$ cat src/rtl/demux_rx4_reassembler_if.sv
// Bundled serial-in / reassembled-out signals of the 4-lane receive reassembler.
// The master side drives the serial byte stream; the slave side is the reassembler.
interface demux_rx4_reassembler_if #(
    parameter int COUNT_W = 8
);
    logic [7:0]         dataIn;
    logic               validIn;
    logic               sync;
    logic [7:0]         dataOut0;
    logic [7:0]         dataOut1;
    logic [7:0]         dataOut2;
    logic [7:0]         dataOut3;
    logic               validOut0;
    logic               validOut1;
    logic               validOut2;
    logic               validOut3;
    logic               groupValid;
    logic [1:0]         laneSel;
    logic [COUNT_W-1:0] groupCount;

    modport master (
        output dataIn, validIn, sync,
        input  dataOut0, dataOut1, dataOut2, dataOut3,
        input  validOut0, validOut1, validOut2, validOut3,
        input  groupValid, laneSel, groupCount
    );

    modport slave (
        input  dataIn, validIn, sync,
        output dataOut0, dataOut1, dataOut2, dataOut3,
        output validOut0, validOut1, validOut2, validOut3,
        output groupValid, laneSel, groupCount
    );
endinterface

$ cat src/rtl/demux_rx4_reassembler.sv
// Receive-side reassembler for a 4:1 serialized byte stream: a free-running lane
// counter captures lanes 0..2 into hold registers and delivers all four with lane 3.
module demux_rx4_reassembler #(
    parameter int         COUNT_W      = 8,
    parameter logic [7:0] INVALID_FILL = 8'h00
) (
    input logic                    clk,
    input logic                    reset,
    demux_rx4_reassembler_if.slave bus
);

    typedef enum logic [1:0] {
        LANE0 = 2'd0,
        LANE1 = 2'd1,
        LANE2 = 2'd2,
        LANE3 = 2'd3
    } lane_t;

    function automatic logic [7:0] fill_lane(input logic [7:0] d, input logic v);
        return v ? d : INVALID_FILL;
    endfunction

    function automatic logic [COUNT_W-1:0] sat_inc(input logic [COUNT_W-1:0] c);
        return (c == {COUNT_W{1'b1}}) ? c : c + 1'b1;
    endfunction

    lane_t              lane_p0;
    lane_t              lane_next;
    logic               deliver;
    logic [7:0]         hold_data_p0 [3];
    logic [2:0]         hold_vld_p0;
    logic [3:0]         grp_vld;
    logic [7:0]         data_out_p1 [4];
    logic [3:0]         vld_out_p1;
    logic               group_vld_p1;
    logic [COUNT_W-1:0] count_p1;

    // Stage p0: lane pointer; delivery happens on the lane-3 slot unless sync realigns
    always_ff @(posedge clk or posedge reset) begin
        if (reset) begin
            lane_p0 <= LANE0;
        end else begin
            lane_p0 <= lane_next;
        end
    end

    always_comb begin
        lane_next = LANE0;
        deliver   = 1'b0;
        if (!bus.sync) begin
            case (lane_p0)
                LANE0:   lane_next = LANE1;
                LANE1:   lane_next = LANE2;
                LANE2:   lane_next = LANE3;
                LANE3: begin
                    lane_next = LANE0;
                    deliver   = 1'b1;
                end
                default: lane_next = LANE0;
            endcase
        end
    end

    always_ff @(posedge clk or posedge reset) begin
        if (reset) begin
            hold_vld_p0     <= 3'b000;
            hold_data_p0[0] <= 8'h00;
            hold_data_p0[1] <= 8'h00;
            hold_data_p0[2] <= 8'h00;
        end else if (bus.sync || deliver) begin
            hold_vld_p0 <= 3'b000;
        end else begin
            case (lane_p0)
                LANE0: begin
                    hold_data_p0[0] <= bus.dataIn;
                    hold_vld_p0[0]  <= bus.validIn;
                end
                LANE1: begin
                    hold_data_p0[1] <= bus.dataIn;
                    hold_vld_p0[1]  <= bus.validIn;
                end
                LANE2: begin
                    hold_data_p0[2] <= bus.dataIn;
                    hold_vld_p0[2]  <= bus.validIn;
                end
                default: ;
            endcase
        end
    end

    // Lane 3 bypasses the hold registers so the group leaves on the edge it completes
    assign grp_vld = {bus.validIn, hold_vld_p0};

    // Stage p1: delivered group, held stable between deliveries
    always_ff @(posedge clk or posedge reset) begin
        if (reset) begin
            data_out_p1[0] <= 8'h00;
            data_out_p1[1] <= 8'h00;
            data_out_p1[2] <= 8'h00;
            data_out_p1[3] <= 8'h00;
            vld_out_p1     <= 4'b0000;
            group_vld_p1   <= 1'b0;
            count_p1       <= '0;
        end else begin
            group_vld_p1 <= 1'b0;
            if (deliver) begin
                data_out_p1[0] <= fill_lane(hold_data_p0[0], hold_vld_p0[0]);
                data_out_p1[1] <= fill_lane(hold_data_p0[1], hold_vld_p0[1]);
                data_out_p1[2] <= fill_lane(hold_data_p0[2], hold_vld_p0[2]);
                data_out_p1[3] <= fill_lane(bus.dataIn, bus.validIn);
                vld_out_p1     <= grp_vld;
                group_vld_p1   <= |grp_vld;
                if (|grp_vld) begin
                    count_p1 <= sat_inc(count_p1);
                end
            end
        end
    end

    assign bus.laneSel    = lane_p0;
    assign bus.dataOut0   = data_out_p1[0];
    assign bus.dataOut1   = data_out_p1[1];
    assign bus.dataOut2   = data_out_p1[2];
    assign bus.dataOut3   = data_out_p1[3];
    assign bus.validOut0  = vld_out_p1[0];
    assign bus.validOut1  = vld_out_p1[1];
    assign bus.validOut2  = vld_out_p1[2];
    assign bus.validOut3  = vld_out_p1[3];
    assign bus.groupValid = group_vld_p1;
    assign bus.groupCount = count_p1;

endmodule

$ cat src/flat_wrapper.sv
// flat-port wrapper written by rule: the top's interface ports become plain ports
module demux_rx4_reassembler_flat 
#(
    parameter int         COUNT_W      = 8,
    parameter logic [7:0] INVALID_FILL = 8'h00
)
  (clk, reset, bus_dataIn, bus_validIn, bus_sync, bus_dataOut0, bus_dataOut1, bus_dataOut2, bus_dataOut3, bus_validOut0, bus_validOut1, bus_validOut2, bus_validOut3, bus_groupValid, bus_laneSel, bus_groupCount);
  demux_rx4_reassembler_if #(.COUNT_W(COUNT_W)) bus_i ();
  input logic clk;
  input logic reset;
  input wire logic [$bits(bus_i.dataIn)-1:0] bus_dataIn;
  input wire logic [$bits(bus_i.validIn)-1:0] bus_validIn;
  input wire logic [$bits(bus_i.sync)-1:0] bus_sync;
  output wire logic [$bits(bus_i.dataOut0)-1:0] bus_dataOut0;
  output wire logic [$bits(bus_i.dataOut1)-1:0] bus_dataOut1;
  output wire logic [$bits(bus_i.dataOut2)-1:0] bus_dataOut2;
  output wire logic [$bits(bus_i.dataOut3)-1:0] bus_dataOut3;
  output wire logic [$bits(bus_i.validOut0)-1:0] bus_validOut0;
  output wire logic [$bits(bus_i.validOut1)-1:0] bus_validOut1;
  output wire logic [$bits(bus_i.validOut2)-1:0] bus_validOut2;
  output wire logic [$bits(bus_i.validOut3)-1:0] bus_validOut3;
  output wire logic [$bits(bus_i.groupValid)-1:0] bus_groupValid;
  output wire logic [$bits(bus_i.laneSel)-1:0] bus_laneSel;
  output wire logic [$bits(bus_i.groupCount)-1:0] bus_groupCount;
  assign bus_i.dataIn = bus_dataIn;
  assign bus_i.validIn = bus_validIn;
  assign bus_i.sync = bus_sync;
  assign bus_dataOut0 = bus_i.dataOut0;
  assign bus_dataOut1 = bus_i.dataOut1;
  assign bus_dataOut2 = bus_i.dataOut2;
  assign bus_dataOut3 = bus_i.dataOut3;
  assign bus_validOut0 = bus_i.validOut0;
  assign bus_validOut1 = bus_i.validOut1;
  assign bus_validOut2 = bus_i.validOut2;
  assign bus_validOut3 = bus_i.validOut3;
  assign bus_groupValid = bus_i.groupValid;
  assign bus_laneSel = bus_i.laneSel;
  assign bus_groupCount = bus_i.groupCount;
  demux_rx4_reassembler #(.COUNT_W(COUNT_W), .INVALID_FILL(INVALID_FILL)) u_core (.clk(clk), .reset(reset), .bus(bus_i));
endmodule
$ cat config.mk
export PLATFORM = sky130hd
export DESIGN_NAME = demux_rx4_reassembler_flat
export DESIGN_NICKNAME = d
export VERILOG_FILES = /design/src/rtl/demux_rx4_reassembler_if.sv /design/src/rtl/demux_rx4_reassembler.sv /design/src/flat_wrapper.sv
export SDC_FILE = /design/constraint.sdc
export NUM_CORES = 1
export LEC_CHECK = 0
export ABC_AREA = 0
export BUFFER_PORTS_ARGS = -buffer_cell sky130_fd_sc_hd__buf_2
export CAP_MARGIN = 0
export CORE_ASPECT_RATIO = 1.2
export CORE_MARGIN = 3
export CORE_UTILIZATION = 35
export CTS_CLUSTER_SIZE = 20
export DETAILED_ROUTE_END_ITERATION = 10
export GPL_ROUTABILITY_DRIVEN = 0
export PLACE_DENSITY_LB_ADDON = 0.1
export SLEW_MARGIN = 40
export SYNTH_ARGS = -nofsm -noshare
export SYNTH_HDL_FRONTEND = slang
export SYNTH_SLANG_ARGS = --single-unit
$ cat constraint.sdc
create_clock -name clk -period 3.5 [get_ports clk]
set_input_delay 0.7 -clock clk [delete_from_list [all_inputs] [get_ports clk]]
set_output_delay 0.7 -clock clk [all_outputs]
set_load 0.02 [all_outputs]
* Yosys cells after proc, flatten, opt, wreduce, memory -nomap -nowiden
Cells that the tools add are included.
Word-level totals: input port bits 12, logic and storage cells 44, output and inout port bits 47, register bits 74
Operators by class: bitwise logic cells 2, muxes and demuxes 13, $add $sub $neg 1, reductions and logical operators 10, eq/ne operators 4
Operator list (number):
- $mux W8 | 4
- $add A8 B1 Y8 const B | 1
- $eq A8 B8 Y1 const B | 1
- $pmux W2 S4 | 1
- $mux W1 | 6
- $reduce_and A2 Y1 | 3
- $reduce_bool A2 Y1 | 3
- $eq A2 B2 Y1 const B | 2
- $reduce_or A4 Y1 | 1
- $mux W3 | 1
- $reduce_and A3 Y1 | 1
- $eq A2 B1 Y1 const B | 1
- $logic_not A2 Y1 | 1
- $mux W2 | 1
- $not A1 Y1 | 2
- $logic_or A1 B1 Y1 | 1

* Depth between registers and ports, before layout
word-level depth 6, gate-level depth with buffers 7, depth with buffers taken out 5

* Worst setup path after synthesis
OpenSTA, ideal clock, no wires.
path kind reg2reg, from reg u_core.lane_p0[1], in the netlist u_core.bus.laneSel[1], to reg u_core.count_p1[5], in the netlist u_core.bus.groupCount[5], arrival time 1559 ps, cell stages (with the launch flop) 7, clock period less this slack 1684 ps, slack 1816 ps, cell sequence dfrtp_1 > ha_1 > nand2b_4 > buf_6 > nor3_4 > nand3_2 > mux2_4
Between the ends: longest elaborated chain between the ends 4
Ends and longest elaborated chain:
- from (decl) | line demux_rx4_reassembler.sv:27 | lane_t lane_p0;
- from (signal assigned) | line demux_rx4_reassembler.sv:43 | lane_p0 <= lane_next;
- $eq A2 B2 Y1 | line demux_rx4_reassembler.sv:51 | case (lane_p0)
- $mux W1 | line demux_rx4_reassembler.sv:51
- $mux W1 | line demux_rx4_reassembler.sv:50 | if (!bus.sync) begin
- $reduce_and A3 Y1 (no line)
- to (signal assigned) | line demux_rx4_reassembler.sv:114 | count_p1 <= sat_inc(count_p1);
- to (decl) | line demux_rx4_reassembler.sv:36 | logic [COUNT_W-1:0] count_p1;
No other way between the ends. A chain may end at the register's enable or synchronous reset.

* Worst setup path in the final report
Same ends and word-level chain as after synthesis.

==> impl_metrics.json <==
{
  "hpwl_mm": 4.24,
  "synthCells": 264,
  "maxCapViolCount": 0,
  "synth_area_leaders": "dfrtp_1 61%, mux2_2 8.5%, nand2_1 8.4%",
  "cts.sinks": 74,
  "critPathLaunchType": "flip-flop",
  "end_kind": "flip-flop",
  "antenna_cells": 0,
  "drc": 0,
  "syn-num-nets": 281,
  "fin_crit_ps": 1980,
  "dieHeight_um": 108,
  "grt_start_max_net_pins": 71,
  "cts_made_buffers": 9,
  "fillers": 865,
  "vias_per_cell": 4.56,
  "gr-usage-all-layers_pct": 13.9,
  "post_cts_buffers": 0,
  "multi_input_area_um2": 1100,
  "syn_avg_cell_area_um2": 11.5,
  "clk_pin_slew_worst_paths_ps": 80,
  "ir_drop_mv": 0.256,
  "rows": 36,
  "status": "completed",
  "power.share.switching_pct": 32.1,
  "io_buffers": 58,
  "synthTopCellsByCount": "74 x dfrtp_1, 68 x nand2_1, 33 x o21ai_0, 23 x mux2_2, 7 x clkbuf_1",
  "p_switching_uw": 903,
  "layout.area.seq_um2": 1850,
  "path_cells": "ha_1, nand2b_4, nor3_4, nand3_2, mux2_4",
  "worst_hold_path_type": "input port to async pin",
  "crit_fanout": 70,
  "yosysMostFrequentCell": "dfrtp_1",
  "ant_nets": 0,
  "synth_area_leader_cell": "dfrtp_1",
  "finClkSkew_ps": 9.77,
  "drt_iter0_drc": 57,
  "synth-edff-count": 0,
  "p_leak_nw": 1.78,
  "slowest_delay_ps": 410,
  "rsz0062_at_grt": "false",
  "max_freq_mhz": 506,
  "yosysUniqueCellTypes": 29,
  "slew_headroom_pct": 54.1,
  "p_seq_share_pct": 46.6,
  "crit_arrival_ps": 2210,
  "yosysWarnings": 0,
  "drtPass1Iterations": 3,
  "dieArea_um2": 9870,
  "p_per_area_nw_per_um2": 767,
  "grt_pass1_wl_mm": 10.5,
  "hold_buffers": 0,
  "r2r_cells": 5,
  "core-area_um2": 8290,
  "cts_root_buf": "clkbuf_8",
  "htreeDepth": 3,
  "pwr-share-comb_pct": 25.9,
  "synthArstFlopShare_pct": 100,
  "syn_area_um2": 3050,
  "gr-total-overflow": 0,
  "start_util_pct": 36.8,
  "routedWlPerCell_um": 14.5,
  "syn2layout_area_growth_pct": 20.2,
  "p_clk_share_pct": 27.5,
  "setup_viol": 0,
  "cpMaxStageDelayCell": "nand2b_4",
  "setup_tns_ps": 0,
  "io_pins": 59,
  "synth_ff_type": "dfrtp_1",
  "cts_resized": 0,
  "fin_crit_sh_pct": 56.5,
  "r2r_slack_ps": 1520,
  "finalHoldViolations": 0,
  "intPower_mw": 1.91,
  "worstMarginPinSlew_ps": 689,
  "dr_total_vias": 1999,
  "nNetsFinal": 336,
  "worstPathRequired_ps": 3730,
  "first_global_vias": 1971,
  "path_class": "flip-flop to flip-flop",
  "drive_above_1_share_pct": 33.0,
  "cts_tree": "built",
  "antenna_found_initial": 0,
  "insertion_delay_ps": 340,
  "dieWidth_um": 91.2,
  "ys_seq_area_share_pct": 60.8,
  "clock_path_buffers": 2,
  "maxSlewViolCount": 0,
  "ys_ff_latch": 74,
  "post-route-util_pct": 44.2,
  "wl_mm": 6.34,
  "synth_top_cell_area_share_pct": 60.8
}
-- path summary, 6_finish.rpt --
path,startpoint,endpoint
worst min register to register,u_core.bus.dataOut3[4],u_core.bus.dataOut3[4]
max in group asynchronous,reset,u_core.hold_data_p0[20]
worst max-delay path,u_core.bus.laneSel[1],u_core.bus.groupCount[5]
min in group clk,u_core.bus.dataOut3[4],u_core.bus.dataOut3[4]
worst min-delay path,reset,u_core.bus.dataOut1[3]
worst max register to register,u_core.bus.laneSel[1],u_core.bus.groupCount[5]
-- area by class of cell --
type	count	share of cell area [%]
inverter	4	0.444
clock buffer	12	4.51
multi-input combinational	171	30.2
tap	114	3.89
clock inverter	4	1.98
timing repair buffer	59	8.47
sequential	74	50.5
-- metrics by stage --
stage,instances,setup WS [ps],area (µm²),total power [mW],hold WS (ps)
4_1_cts,438,1480,3660,2.86,482
3_5_place_dp,422,1290,3420,2.07,466
2_1_floorplan,264,918,3050,1.82,458
5_1_grt,438,1350,3660,3.00,457
3_3_place_gp,422,1310,3420,2.06,464
6_report,438,1520,3660,2.81,407
-- state kept, by name, indices dropped and copies added, names as in the netlist --
| name | count |
|---|---|
| u_core.hold_data_p0 | 24 |
| u_core.bus.dataOut2 | 8 |
| u_core.hold_vld_p0 | 3 |
| u_core.bus.laneSel | 2 |
| u_core.bus.dataOut3 | 8 |
| u_core.bus.groupValid | 1 |
| u_core.bus.dataOut1 | 8 |
| u_core.bus.dataOut0 | 8 |
| u_core.bus.groupCount | 8 |
| u_core.vld_out_p1 | 4 |
-- critical path: cells and delay by family (launching register included) --
family        cells  cell delay, ps
simple gates      3             860
flops             1             390
fa+ha+maj         1             300
mux               1             300
-- cell families (layout without fill, tap and decap cells) --
family | after synthesis | after routing | synth area share (%)
simple gates | 94 | 94 | 14.6
flops | 74 | 74 | 60.8
mux | 35 | 35 | 13.0
compound gates | 33 | 33 | 5.42
buf+inv | 19 | 79 | 2.96
fa+ha+maj | 5 | 5 | 2.05
xor+xnor | 4 | 4 | 1.15
-- layer usage --
layer,vias up,track usage (%),part of all wire (%)
met5,-,0,0
met4,0,7.76,2.2
met3,10,3.27,4.4
met2,40,20.4,45
met1,959,18.8,49
li1,990,-,-
-- placed cells by master (no fill, tap or decap), drive strengths merged, types with 3 or more instances in the layout --
master / netlist / routed
dfrtp: 74 / 74
nand2: 68 / 68
buf: 8 / 59
o21ai: 33 / 33
mux2: 31 / 31
clkbuf: 7 / 12
ha: 5 / 5
nor2: 5 / 5
nand3: 5 / 5
mux2i: 4 / 4
nor3: 4 / 4
and2: 4 / 4
inv: 4 / 3
xnor2: 3 / 3
-- power by group through the flow --
stage	Sequential [mW]	Clock [mW]	Combinational, mW
2_1_floorplan	1.45	0	0.371
3_3_place_gp	1.32	0	0.732
3_5_place_dp	1.33	0	0.742
4_1_cts	1.32	0.798	0.745
5_1_grt	1.35	0.835	0.807
6_report	1.31	0.773	0.729
Power figures use the tool's default switching activity.
